**src/rtl/calc_sequenciador_entrada.sv**
```systemverilog
// Input sequencer for the 8-bit calculator: captures A, op and B on button presses, holds result.
// Optional macro CALC_DEBOUNCE_EN adds a per-button debounce counter ahead of edge detection.
module calc_sequenciador_entrada #(
    parameter int unsigned SYNC_STAGES     = 2,
    parameter int unsigned DEBOUNCE_CYCLES = 16
) (
    input  logic       clk,
    input  logic       rst,
    input  logic [7:0] chaves,
    input  logic [2:0] op_chaves,
    input  logic       btn_enter,
    input  logic       btn_limpar,
    input  logic [7:0] saida_calc,
    output logic [7:0] entrada_A,
    output logic [7:0] entrada_B,
    output logic [2:0] codigo,
    output logic [7:0] resultado,
    output logic [2:0] estado,
    output logic       pronto,
    output logic       erro_op
);

    typedef enum logic [2:0] {
        CapA   = 3'b000,
        CapOp  = 3'b001,
        CapB   = 3'b010,
        Exec   = 3'b011,
        Result = 3'b100
    } estado_t;

    estado_t                estado_q;
    logic [2:0]             op_q;
    logic [SYNC_STAGES-1:0] enter_sync;
    logic [SYNC_STAGES-1:0] limpar_sync;
    logic                   enter_lvl;
    logic                   limpar_lvl;
    logic                   enter_prev;
    logic                   limpar_prev;
    logic                   enter_p;
    logic                   limpar_p;

    always_ff @(posedge clk or posedge rst) begin
        if (rst) begin
            enter_sync  <= '0;
            limpar_sync <= '0;
        end else begin
            enter_sync  <= {enter_sync[SYNC_STAGES-2:0], btn_enter};
            limpar_sync <= {limpar_sync[SYNC_STAGES-2:0], btn_limpar};
        end
    end

`ifdef CALC_DEBOUNCE_EN
    localparam int unsigned CntW = $clog2(DEBOUNCE_CYCLES + 1);

    logic [CntW-1:0] enter_cnt;
    logic [CntW-1:0] limpar_cnt;
    logic            enter_deb;
    logic            limpar_deb;

    // Any cycle back at the accepted level restarts the count, so short glitches never pass.
    always_ff @(posedge clk or posedge rst) begin
        if (rst) begin
            enter_cnt  <= '0;
            limpar_cnt <= '0;
            enter_deb  <= 1'b0;
            limpar_deb <= 1'b0;
        end else begin
            if (enter_sync[SYNC_STAGES-1] == enter_deb) begin
                enter_cnt <= '0;
            end else if (enter_cnt == CntW'(DEBOUNCE_CYCLES - 1)) begin
                enter_deb <= enter_sync[SYNC_STAGES-1];
                enter_cnt <= '0;
            end else begin
                enter_cnt <= enter_cnt + 1'b1;
            end
            if (limpar_sync[SYNC_STAGES-1] == limpar_deb) begin
                limpar_cnt <= '0;
            end else if (limpar_cnt == CntW'(DEBOUNCE_CYCLES - 1)) begin
                limpar_deb <= limpar_sync[SYNC_STAGES-1];
                limpar_cnt <= '0;
            end else begin
                limpar_cnt <= limpar_cnt + 1'b1;
            end
        end
    end

    assign enter_lvl  = enter_deb;
    assign limpar_lvl = limpar_deb;
`else
    assign enter_lvl  = enter_sync[SYNC_STAGES-1];
    assign limpar_lvl = limpar_sync[SYNC_STAGES-1];
`endif

    always_ff @(posedge clk or posedge rst) begin
        if (rst) begin
            enter_prev  <= 1'b0;
            limpar_prev <= 1'b0;
        end else begin
            enter_prev  <= enter_lvl;
            limpar_prev <= limpar_lvl;
        end
    end

    assign enter_p  = enter_lvl & ~enter_prev;
    assign limpar_p = limpar_lvl & ~limpar_prev;

    // codigo is registered alongside the state so it changes on the same edge.
    always_ff @(posedge clk or posedge rst) begin
        if (rst) begin
            estado_q  <= CapA;
            op_q      <= 3'b000;
            entrada_A <= 8'h00;
            entrada_B <= 8'h00;
            codigo    <= 3'b000;
            resultado <= 8'h00;
            pronto    <= 1'b0;
            erro_op   <= 1'b0;
        end else begin
            erro_op <= 1'b0;
            if (limpar_p) begin
                entrada_A <= 8'h00;
                entrada_B <= 8'h00;
                resultado <= 8'h00;
                pronto    <= 1'b0;
                codigo    <= 3'b000;
                estado_q  <= CapA;
            end else begin
                case (estado_q)
                    CapA: begin
                        if (enter_p) begin
                            entrada_A <= chaves;
                            codigo    <= 3'b001;
                            estado_q  <= CapOp;
                        end
                    end
                    CapOp: begin
                        if (enter_p) begin
                            if (op_chaves == 3'b011 || op_chaves == 3'b100) begin
                                op_q     <= op_chaves;
                                estado_q <= CapB;
                            end else begin
                                erro_op <= 1'b1;
                            end
                        end
                    end
                    CapB: begin
                        if (enter_p) begin
                            entrada_B <= chaves;
                            codigo    <= op_q;
                            estado_q  <= Exec;
                        end
                    end
                    Exec: begin
                        resultado <= saida_calc;
                        pronto    <= 1'b1;
                        estado_q  <= Result;
                    end
                    Result: begin
                        if (enter_p) begin
                            pronto   <= 1'b0;
                            codigo   <= 3'b000;
                            estado_q <= CapA;
                        end
                    end
                    default: begin
                        pronto   <= 1'b0;
                        codigo   <= 3'b000;
                        estado_q <= CapA;
                    end
                endcase
            end
        end
    end

    assign estado = estado_q;

endmodule

```
**config.mk**
```make
export PLATFORM = sky130hd
export DESIGN_NAME = calc_sequenciador_entrada
export DESIGN_NICKNAME = d
export VERILOG_FILES = /design/src/rtl/calc_sequenciador_entrada.sv
export SDC_FILE = /design/constraint.sdc
export NUM_CORES = 1
export LEC_CHECK = 0
export ABC_AREA = 1
export CAP_MARGIN = 0
export CORE_MARGIN = 2
export CORE_UTILIZATION = 40
export CTS_CLUSTER_DIAMETER = 100
export DETAILED_ROUTE_END_ITERATION = 12
export PLACE_DENSITY = 0.78
export SLEW_MARGIN = 20
export SYNTH_ARGS = -nofsm -noshare
export SYNTH_HDL_FRONTEND = slang
export SYNTH_SLANG_ARGS = --single-unit
```
**constraint.sdc**
```tcl
create_clock -name clk -period 3.2 [get_ports clk]
set_input_delay 0.32 -clock clk [delete_from_list [all_inputs] [get_ports clk]]
set_output_delay 0.32 -clock clk [all_outputs]
set_load 0.005 [all_outputs]
```
# [Yosys cells after proc, flatten, opt, wreduce, memory -nomap -nowiden]
# Index checks and enable logic that the tools add are counted.
[word_totals] reg_bits=41 latch_bits=0 ramBits=0 rom_bits=0 input_bits=23 elab_cells=68 memories=0
[classes] add_sub_neg=0 n_mul=0 div=0 order_cmp=0 eq_ne=13 shift=0 muxes=24 n_bitwise=5 reduce_logical=14
[ops] op="8-bit two-way mux" count=7
[ops] op="3-bit two-way mux" count=8
[ops] op="3-bit != test (second input constant)" count=5
[ops] op="3-bit case mux with 5 select lines" count=1
[ops] op="3-bit case mux with 4 select lines" count=1
[ops] op="3-bit by 2-bit == test with 1-bit output (second input constant)" count=3
[ops] op="4-bit AND reduction" count=2
[ops] op="2-bit nonzero test" count=4
[ops] op="3-bit == test (second input constant)" count=2
[ops] op="1-bit two-way mux" count=6
[ops] op="2-bit AND reduction" count=3
[ops] op="5-bit AND reduction" count=1
[ops] op="2-bit by 1-bit != test with 1-bit output (second input constant)" count=2
[ops] op="3-bit by 1-bit == test with 1-bit output (second input constant)" count=1
[ops] op="3-bit zero test" count=1
[ops] op="1-bit NOT" count=3
[ops] op="1-bit case mux with 3 select lines" count=1
[ops] op="3-bit OR reduction" count=1
[ops] op="1-bit AND" count=2
[ops] op="2-bit OR reduction" count=1
[ops] op="1-bit logical OR" count=1

# [Depth between registers and ports, before layout]
# Gate-level depths: netlist of the first run.
[logic_depth] ltp_word=6 ltp_mapped=8 mapped_depth_nobuf=8

# [Worst setup path before layout of the first run]
# Ideal clock, no wire load.
[synth_path] path_kind="register to register" startpoint="register estado_q[2] (netlist: estado[2])" endpoint="register entrada_A[0]" t_arrival_ns=1.130 required_ns=3.134 setup_slack_ns=2.005 path_stages_with_launch=6 n_path_buf=0 period_less_slack_ns=1.195 path_cell_list="dfrtp_1 nor2_1 nand4_2 nand2_4 nand2_1 nand2_1"
[synth_via] elab_chain_len=3
[synth_rtl] item="start: declaration" line_no="31" text="estado_t estado_q;"
[synth_rtl] item="start signal: assignment" line_no="110" text="estado_q <= CapA;"
[synth_rtl] item="start signal: assignment" line_no="126" text="estado_q <= CapA;"
[synth_rtl] item="start signal: assignment" line_no="133" text="estado_q <= CapOp;"
[synth_rtl] item="3-bit zero test" line_no="128" text="case (estado_q)"
[synth_rtl] item="2-bit nonzero test (no source line)"
[synth_rtl] item="2-bit AND reduction (no source line)"
[synth_rtl] item="end signal: assignment" line_no="131" text="entrada_A <= chaves;"
[synth_rtl] item="end: declaration" line_no="14" text="output logic [7:0] entrada_A,"
# No other way between the ends.
# A chain may end at the register's enable or synchronous reset.

# [Worst setup path after layout of the first run]
[layout_path] startpoint="register estado_q[2] (netlist: estado[2])" endpoint="output port estado[2]"
[layout_lines] item="end: declaration" line_no="18" text="output logic [2:0] estado,"
# No word-level cell between the ends.

==> impl_metrics.env, run 1 <==
export IMPL_ctsResizeCount=0
export IMPL_yosys_area_top_type="dfrtp_1"
export IMPL_stdcell_count=330
export IMPL_crit_path_end_kind="output port"
export IMPL_n_fill_cell=398
export IMPL_track_usage_pct=16.4
export IMPL_timing_final_max_slew_violations=0
export IMPL_fp_row_count=24
export IMPL_postSynth_asyncResetShare_pct=100
export IMPL_synth_cell_area_um2=1850
export IMPL_numPortBuffers=54
export IMPL_die_h_um=72.0
export IMPL_final_nets=300
export IMPL_clk_transition_reported_paths_ns=0.08
export IMPL_first_pass_iters=4
export IMPL_synth_warnings=0
export IMPL_tightestPinTransition_ns=0.745
export IMPL_slew_headroom_pct=50.1
export IMPL_post_route_min_period_ns=1.73
export IMPL_cap_violations=0
export IMPL_leakage_nw=1.26
export IMPL_cts_max_path_buffers=2
export IMPL_path_depth=1
export IMPL_dieArea_um2=5190
export IMPL_detail_route_antenna_nets=0
export IMPL_cp_buffers_inverters=1
export IMPL_fmax_mhz=579
export IMPL_grt_ovfl_total=0
export IMPL_setup_tns_ns=0
export IMPL_cts_setup_buffers=0
export IMPL_yosys_top_cells_area="dfrtp_1 (55%), nand2_1 (11%), inv_1 (8.1%)"
export IMPL_dr_total_vias=1549
export IMPL_synth_most_common_cell="nand2_1"
export IMPL_finalCritPeriodShare_pct=54.0
export IMPL_path_cells="clkdlybuf4s50_1"
export IMPL_cts_root_buf="clkbuf_8"
export IMPL_synth_seq_cells=41
export IMPL_wl_per_cell_um=12.0
export IMPL_grt_pass1_wl_mm=6.69
export IMPL_synth_top_cell_area_share_pct=55.4
export IMPL_ioPinCount=55
export IMPL_ys_flop_type="dfrtp_1"
export IMPL_powerDensity_nw_per_um2=701
export IMPL_numClockSinks=41
export IMPL_seqCellArea_um2=1030
export IMPL_cp_max_fo=8
export IMPL_antenna_found_initial=0
export IMPL_r2r_cells=6
export IMPL_busiest_layer="met2"
export IMPL_holdPathStages=0
export IMPL_drc=0
export IMPL_grt_pass1_vias=1472
export IMPL_die_w_um=72.0
export IMPL_finalClockSkew_ns=0.00512
export IMPL_holdBufCountCts=0
export IMPL_place_congestion=0.837
export IMPL_synth_cells=220
export IMPL_finalWirelength_mm=3.96
export IMPL_ir_worst_vdd_mv=0.362
export IMPL_syn_to_final_growth_pct=35.4
export IMPL_cp_data_arrival_time_ns=1.41
export IMPL_cp_top_family="buffers and inverters"
export IMPL_status="completed"
export IMPL_hpwl_mm=2.88
export IMPL_synth_edf_count=0
export IMPL_rsz0062_at_grt="no"
export IMPL_grt_max_degree=42
export IMPL_required_ns=2.88
export IMPL_avgSynthCellArea_um2=8.42
export IMPL_max_stage_delay_ns=0.57
export IMPL_htreeDepth=2
export IMPL_drive_gt1_share_pct=5.40
export IMPL_drt_iter0_drc=86
export IMPL_worstSetupPathType="register to output port"
export IMPL_holdCritPathClass="register to register"
export IMPL_antenna_cells=0
export IMPL_multi_input_area_um2=632
export IMPL_cts_tree="built"
export IMPL_ys_types=20
export IMPL_yosys_top_cells_count="nand2_1 (54), dfrtp_1 (41), inv_1 (40)"
export IMPL_synth_fp_nets=243
export IMPL_initial_core_util_pct=42.0
export IMPL_grt_use_met1_pct=21.1
export IMPL_via_per_inst=4.69
export IMPL_placed_cells=322
export IMPL_clock_latency_ns=0.29
export IMPL_finalSetupViolCount=0
export IMPL_yosysSeqAreaShare_pct=55.4
export IMPL_met2_usage_pct=26.2
export IMPL_core_um2=4410
export IMPL_cp_start_kind="register"
export IMPL_final_hold_viol_count=0
export IMPL_cts_made_buffers=5
export IMPL_cp_slowest_cell="clkdlybuf4s50_1"
export IMPL_use_met3_pct=5.28
layer usage:
metal	vias up	share of wire, %
met5	-	0
met4	0	0.86
li1	797	-
met2	43	47
met3	2	5.2
met1	707	47
report_power, final:
part / switching [mW] / total (mW) / internal (mW)
logic: 0.312 / 0.670 / 0.358
registers: 0.106 / 0.770 / 0.664
clock network: 0.167 / 0.318 / 0.151
sequential cells by signal, indices dropped and copies added, names as in the netlist:
name and count:
codigo 3, enter_prev 1, enter_sync 2, entrada_A 8, entrada_B 8, erro_op 1, estado 3, limpar_prev 1
limpar_sync 2, op_q 3, pronto 1, resultado 8
layout make-up:
cell class | instances | area share (%)
Clock buffer | 6 | 2.89
Sequential cell | 41 | 40.9
Clock inverter | 2 | 0.399
Tap cell | 52 | 2.59
Multi-Input combinational cell | 133 | 25.2
Timing Repair Buffer | 55 | 21.9
Inverter | 41 | 6.14
through the flow:
step	cell area, um^2	worst slack (ns)	power (mW)	hold slack [ns]	util (%)
after CTS	2510	1.46	1.77	0.354	56.8
after global routing	2510	1.38	1.89	0.362	56.8
final	2510	1.47	1.76	0.355	56.8
after floorplan	1850	1.93	1.10	0.331	-
after global placement	2420	1.69	1.43	0.331	54.9
after detailed placement	2420	1.58	1.45	0.337	54.9
final timing paths:
check	slack (ns)	startpoint	end
min in group asynchronous	0.45	rst	resultado[1]
worst min-delay path	0.36	enter_sync[0]	enter_sync[1]
worst min register to register	0.36	enter_sync[0]	enter_sync[1]
worst max register to register	1.55	limpar_sync[1]	codigo[1]
worst max-delay path	1.47	estado[2]	estado[2]
max in group asynchronous	2.39	rst	codigo[1]
logic make-up (layout without fill, tap and decap cells):
family	Yosys count	in the layout	share of synthesized area [%]
buffers and inverters	46	104	10.5
AO/OA/AOI/OAI	29	29	9.87
AND/OR/NAND/NOR	104	104	24.3
flip-flops	41	41	55.4
cells in the final DEF, fill, tap and decap left out, drive strengths merged:
cell type and count:
buf 1, clkbuf 6, clkdlybuf4s50 54, clkinv 2
dfrtp 41, inv 41, nand2 56, nand3 26
nand4 1, nor2 19, nor3 2, o211a 1
o21a 1, o21ai 24, o21bai 3
No activity file was read; power rests on OpenSTA's default activity.
==> run 2, diff against run 1 <==
clock period = 1.7 ns   (was 3.2 ns; I/O delays follow)
==> impl_metrics.env, run 2 (same netlist as run 1, synthesis figures left out) <==
export IMPL_grt_pass1_wl_mm=6.63
export IMPL_reg_largest_list="entrada_A: 8 flops, entrada_B: 8 flops, resultado: 8 flops"
export IMPL_first_pass_iters=4
export IMPL_n_fill_cell=389
export IMPL_hpwl_mm=2.99
export IMPL_numClockSinks=41
export IMPL_cp_top_family="buffers and inverters"
export IMPL_r2r_cells=5
export IMPL_ir_worst_vdd_mv=0.555
export IMPL_drc=0
export IMPL_r2r_slack_ns=0.28
export IMPL_crit_path_start="estado[2]"
export IMPL_cts_tree="built"
export IMPL_wl_per_cell_um=12.0
export IMPL_post_route_util_pct=57.3
export IMPL_antenna_cells=0
export IMPL_layout_setup_ws_ns=0.113
export IMPL_fp_row_count=24
export IMPL_dr_total_vias=1551
export IMPL_track_usage_pct=16.7
export IMPL_timing_final_max_slew_violations=0
export IMPL_path_depth=1
export IMPL_grt_pass1_vias=1453
export IMPL_post_route_min_period_ns=1.59
export IMPL_path_cells="clkdlybuf4s50_1"
export IMPL_dieArea_um2=5190
export IMPL_final_nets=303
export IMPL_cts_root_buf="clkbuf_8"
export IMPL_r2r_start="estado[2]"
export IMPL_rsz0062_at_grt="no"
export IMPL_slew_headroom_pct=66.2
export IMPL_htreeDepth=2
export IMPL_max_stage_delay_ns=0.57
export IMPL_fmax_mhz=630
export IMPL_via_per_inst=4.66
export IMPL_holdBufCountCts=0
export IMPL_clk_transition_reported_paths_ns=0.07
export IMPL_grt_ovfl_total=0
export IMPL_multi_input_area_um2=632
export IMPL_setup_tns_ns=0
export IMPL_cp_max_fo=8
export IMPL_finalWirelength_mm=4.00
export IMPL_cts_made_buffers=5
export IMPL_drive_gt1_share_pct=5.69
export IMPL_ioPinCount=55
export IMPL_finalCritPeriodShare_pct=93.3
export IMPL_numPortBuffers=54
export IMPL_final_hold_viol_count=0
export IMPL_critPathCapture="estado[2]"
export IMPL_layout_common_cells="nand2_1 (54), clkdlybuf4s50_1 (54), dfrtp_1 (41), inv_1 (40), nand3_1 (25)"
export IMPL_place_area_um2=2450
export IMPL_die_h_um=72.0
export IMPL_die_w_um=72.0
export IMPL_required_ns=1.53
export IMPL_cts_setup_buffers=0
export IMPL_powerDensity_nw_per_um2=1310
export IMPL_post_place_ws_ns=0.296
export IMPL_holdCritPathClass="input pin to async pin"
export IMPL_detail_route_antenna_nets=0
export IMPL_seqCellArea_um2=1030
export IMPL_cp_start_kind="register"
export IMPL_cts_max_path_buffers=2
export IMPL_r2r_end="entrada_A[4]"
export IMPL_place_congestion=0.836
export IMPL_cp_slowest_cell="clkdlybuf4s50_1"
export IMPL_drt_iter0_drc=69
export IMPL_cp_buffers_inverters=1
export IMPL_tightestPinTransition_ns=0.508
export IMPL_leakage_nw=1.27
export IMPL_core_um2=4410
export IMPL_final_area_um2=2530
export IMPL_ctsResizeCount=0
export IMPL_clock_latency_ns=0.28
export IMPL_cp_data_arrival_time_ns=1.42
export IMPL_worstSetupPathType="register to output port"
export IMPL_status="completed"
export IMPL_crit_path_end_kind="output port"
export IMPL_initial_core_util_pct=42.0
export IMPL_grt_max_degree=42
export IMPL_cap_violations=0
export IMPL_finalSetupViolCount=0
export IMPL_syn_to_final_growth_pct=36.5
export IMPL_antenna_found_initial=0
export IMPL_finalClockSkew_ns=0.00462
-- run 2: changes by cell type in the layout (fill, tap and decap cells not counted) --
cell / change
buf_4: +3
clkinv_2: -2
clkbuf_1: +2
-- run 2: final cells by class --
class | count | share of cell area (%)
sequential | 41 | 40.6
inverter | 41 | 6.09
tap | 52 | 2.57
timing repair buffer | 58 | 22.6
multi-input combinational | 133 | 25.0
clock buffer | 8 | 3.17
-- run 2: metal layers --
metal	vias to the layer above	track usage [%]	share of wire [%]
li1	801	-	-
met1	695	21.7	45
met2	50	25.6	47
met3	5	5.28	5.7
met4	0	7.55	1.7
met5	-	0	0
-- run 2: power by group --
group	internal [mW]	switching (mW)	leakage (nW)	total, mW
clock network	0.291	0.298	0.0395	0.590
registers	1.25	0.210	0.520	1.46
logic	0.679	0.580	0.710	1.26
-- run 2: through the flow --
step	hold slack [ns]	power, mW	std cells
6_report	0.308	3.31	333
5_1_grt	0.314	3.57	333
4_1_cts	0.306	3.34	333
3_5_place_dp	0.336	2.74	325
3_3_place_gp	0.332	2.71	325
2_1_floorplan	0.201	2.07	220
-- run 2: how the worst min path moves through the flow --
stage                         startpoint              to  cells past startpoint
after global routing           btn_enter   enter_sync[0]                      1
after global placement    limpar_sync[0]  limpar_sync[1]                      0
final                                rst    entrada_A[7]                      3
after detailed placement  limpar_sync[0]  limpar_sync[1]                      0
after floorplan                btn_enter   enter_sync[0]                      0
after CTS                      btn_enter   enter_sync[0]                      1
==> run 3, diff against run 2 <==
HOLD_SLACK_MARGIN = 0.12   (was unset)
==> results of run 3 <==
Final layout, timing and power as in run 2 (identical DEF).
==> RTL change 1 (config.mk and constraints of run 1) <==
Add an input register stage for `chaves`, `op_chaves`, `btn_enter`, `btn_limpar` and `saida_calc`, without a reset; this delays them by one clock.
--- a/src/rtl/calc_sequenciador_entrada.sv
+++ b/src/rtl/calc_sequenciador_entrada.sv
@@ -29,4 +29,18 @@
     } estado_t;
 
+    logic [7:0] chaves_q;
+    logic [2:0] op_chaves_q;
+    logic btn_enter_q;
+    logic btn_limpar_q;
+    logic [7:0] saida_calc_q;
+
+    always_ff @(posedge clk) begin
+        chaves_q     <= chaves;
+        op_chaves_q  <= op_chaves;
+        btn_enter_q  <= btn_enter;
+        btn_limpar_q <= btn_limpar;
+        saida_calc_q <= saida_calc;
+    end
+
     estado_t                estado_q;
     logic [2:0]             op_q;
@@ -45,6 +59,6 @@
             limpar_sync <= '0;
         end else begin
-            enter_sync  <= {enter_sync[SYNC_STAGES-2:0], btn_enter};
-            limpar_sync <= {limpar_sync[SYNC_STAGES-2:0], btn_limpar};
+            enter_sync  <= {enter_sync[SYNC_STAGES-2:0], btn_enter_q};
+            limpar_sync <= {limpar_sync[SYNC_STAGES-2:0], btn_limpar_q};
         end
     end
@@ -129,5 +143,5 @@
                     CapA: begin
                         if (enter_p) begin
-                            entrada_A <= chaves;
+                            entrada_A <= chaves_q;
                             codigo    <= 3'b001;
                             estado_q  <= CapOp;
@@ -136,6 +150,6 @@
                     CapOp: begin
                         if (enter_p) begin
-                            if (op_chaves == 3'b011 || op_chaves == 3'b100) begin
-                                op_q     <= op_chaves;
+                            if (op_chaves_q == 3'b011 || op_chaves_q == 3'b100) begin
+                                op_q     <= op_chaves_q;
                                 estado_q <= CapB;
                             end else begin
@@ -146,5 +160,5 @@
                     CapB: begin
                         if (enter_p) begin
-                            entrada_B <= chaves;
+                            entrada_B <= chaves_q;
                             codigo    <= op_q;
                             estado_q  <= Exec;
@@ -152,5 +166,5 @@
                     end
                     Exec: begin
-                        resultado <= saida_calc;
+                        resultado <= saida_calc_q;
                         pronto    <= 1'b1;
                         estado_q  <= Result;
Formal check against the unedited RTL: not equivalent (Yosys sat finds a counterexample within 4 cycles, from zero or initial values and one cycle with rst high).
==> RTL change 1 against run 1 <==
Synthesized cell count increased by 4.1%. Total power increased by 40%. Clock skew increased by 0.0033 ns. Die area increased by 21%. Sequential power increased by 36%. Combinational power decreased by 2%. Cell count increased by 11%. Largest power group unchanged. Routed wire length increased by 9.2%. Sequential cell count increased by 21. Design area increased by 23%. Worst setup slack got worse by 0.019 ns. Synthesized area increased by 22%.
==> RTL change 1: results <==
[placement]
dpl.hpwl_mm = 2.91
numPlacedInstances = 351
dpl_cell_area_um2 = 2860

[clock_tree]
clkLatencyLatePin_ns = 0.34
htreeDepth = 3

[power_and_ir_drop]
comb_cell_power_uw = 655
max-vdd-ir-drop_uv = 358
pwr.group.clock_uw = 756

[drt]
met1Wirelength_mm = 1.95
wl_mm = 4.33

[logic_synthesis]
synth_area_per_cell_um2 = 9.88
syn_nets = 252
synthesis.area_um2 = 2260

[critical_path]
path_max_fanout = 6
arrival_ns = 1.43

[run_status]
status = complete, no violations

[global_routing]
grt_pass1_vias = 1566
use_met2_pct = 23.1
use_met1_pct = 19.9
met3_usage_pct = 5.23

[layout]
nets = 313
drive_gt1_share_pct = 11.9
seq_cells = 62
buf_share_pct = 17.8

[timing]
fmax_mhz = 573
-- RTL change 1: cell types whose count changed after synthesis, moves of 2 or more --
| cell | before | now |
|---|---|---|
| nand2_2 | 1 | 4 |
| nand2_1 | 54 | 48 |
| inv_1 | 40 | 36 |
| o21bai_1 | 3 | 0 |
| buf_6 | 2 | 0 |
| o21ai_1 | 4 | 1 |
| o21ai_0 | 18 | 10 |
| nand4_1 | 0 | 2 |
| nor2_1 | 19 | 15 |
| dfxtp_1 | 0 | 21 |
| o21ai_2 | 0 | 8 |
| nand3_1 | 25 | 27 |
-- RTL change 1: cell families (layout without fill, tap and decap cells) --
group	count (synthesis)	after routing	share of synthesized area (%)
AOI/OAI and AO/OA	22	22	7.30
buffers and inverters	42	108	8.24
and+or+nand+nor	103	103	20.5
DFF	62	62	63.9
==> RTL change 2 (settings of run 1) <==
Made on the original files. The option `CALC_DEBOUNCE_EN` is turned on by a define.
--- a/src/rtl/calc_sequenciador_entrada.sv
+++ b/src/rtl/calc_sequenciador_entrada.sv
@@ -1,4 +1,6 @@
 // Input sequencer for the 8-bit calculator: captures A, op and B on button presses, holds result.
 // Optional macro CALC_DEBOUNCE_EN adds a per-button debounce counter ahead of edge detection.
+`define CALC_DEBOUNCE_EN
+
 module calc_sequenciador_entrada #(
     parameter int unsigned SYNC_STAGES     = 2,
Formal check against the unedited RTL: not equivalent (Yosys sat finds a counterexample within 4 cycles, from zero or initial values and one cycle with rst high).
==> RTL change 2 against run 1 <==
Sequential cell count increased by 12. Synthesized cell count rose by 18%. Routed wire length is 13% higher. Worst setup slack improved by 0.0040 ns. Synthesized area increased by 24%. Worst hold slack is essentially flat. Total power rose by 2.3%. Design area rose by 21%. Critical path type unchanged.
==> RTL change 2: results <==
[run_status]
status = complete, no violations

[drt]
drt_iter0_drc = 92
wl_per_cell_um = 11.5

[layout]
num-fill-cells = 494
nets = 343
drive_gt1_share_pct = 5.96

[critical_path]
rr_startpoint = limpar_deb
rrSetupSlack_ns = 1.83
crit_start = estado[1]
cp-endpoint = estado[1]
path_max_fanout = 7

[clock_tree]
clkLatencyLatePin_ns = 0.31

[timing]
relSlewSlack_pct = 42.0
period_needed_ns = 1.72
fin_skew_ns = 0.00728

[logic_synthesis]
yosysUniqueCellTypes = 23
ys_seq_area_share_pct = 57.8
ys_top_cells_by_count = nand2_1 (56), dfrtp_1 (53), inv_1 (47)
syn_nets = 285
synthTopCellsByArea = dfrtp_1 (58%), nand2_1 (9.2%), inv_1 (7.7%), nand3_1 (4.8%), o21ai_0 (3.7%)

[global_routing]
grt_usage_pct = 15.8
grt_max_degree = 54
grt_pass1_vias = 1830
grt_pass1_wl_mm = 7.87

[hold_path]
worstHoldStart = limpar_sync[0]
holdPathEnd = limpar_sync[1]

[power_and_ir_drop]
max-vdd-ir-drop_uv = 383
p_leak_nw = 1.50
p_sw_uw = 499

[placement]
place_congestion = 0.771
place_ws_ns = 1.54
dpl.hpwl_mm = 3.27
-- RTL change 2: cell types whose count changed in the layout (fill, tap and decap cells not counted), moves of 3 or more --
| cell | delta |
|---|---|
| nor2_2 | +3 |
| dfrtp_1 | +12 |
| inv_1 | +6 |
| a21oi_1 | +3 |
| nand3_1 | -3 |
| o21ai_1 | +9 |
-- RTL change 2: per-stage QoR --
stage	std cells	utilization [%]	instance area [um2]	hold WS, ns	power [mW]
floorplan	260	-	2290	0.331	1.04
global placement	383	52.6	2900	0.336	1.26
detailed placement	383	52.6	2900	0.338	1.28
CTS	391	55.1	3040	0.360	1.82
global route	391	55.1	3040	0.376	1.90
finish	391	55.1	3040	0.355	1.80
-- RTL change 2: power by group through the flow --
stage,sequential (mW),clock [mW],combinational [mW]
global route,0.836,0.571,0.497
finish,0.825,0.535,0.439
global placement,0.832,0,0.429
floorplan,0.827,0,0.213
CTS,0.824,0.551,0.444
detailed placement,0.834,0,0.443
-- RTL change 2: routing by layer --
metal / wire length [um] / track usage [%]
met2: 2180 / 26.5
met5: 0 / 0
met1: 2020 / 19.8
met3: 246 / 4.19
met4: 31 / 5.52
-- RTL change 2: kinds of logic (layout without fill, tap and decap cells) --
family / after synthesis / count (layout) / synth area share (%)
adder cells (fa/ha/maj): 2 / 2 / 1.09
AND/OR/NAND/NOR: 113 / 113 / 21.4
XOR/XNOR: 4 / 4 / 1.53
flip-flops: 53 / 53 / 57.8
AO/OA/AOI/OAI: 36 / 36 / 8.95
buffers and inverters: 52 / 111 / 9.17
-- RTL change 2: cell type report --
type,instances,area share (%)
clock inverter,3,2.27
timing repair buffer,54,17.8
sequential,53,43.7
clock buffer,5,2.27
inverter,49,6.10
multi-input combinational,155,24.9
tap,72,2.97
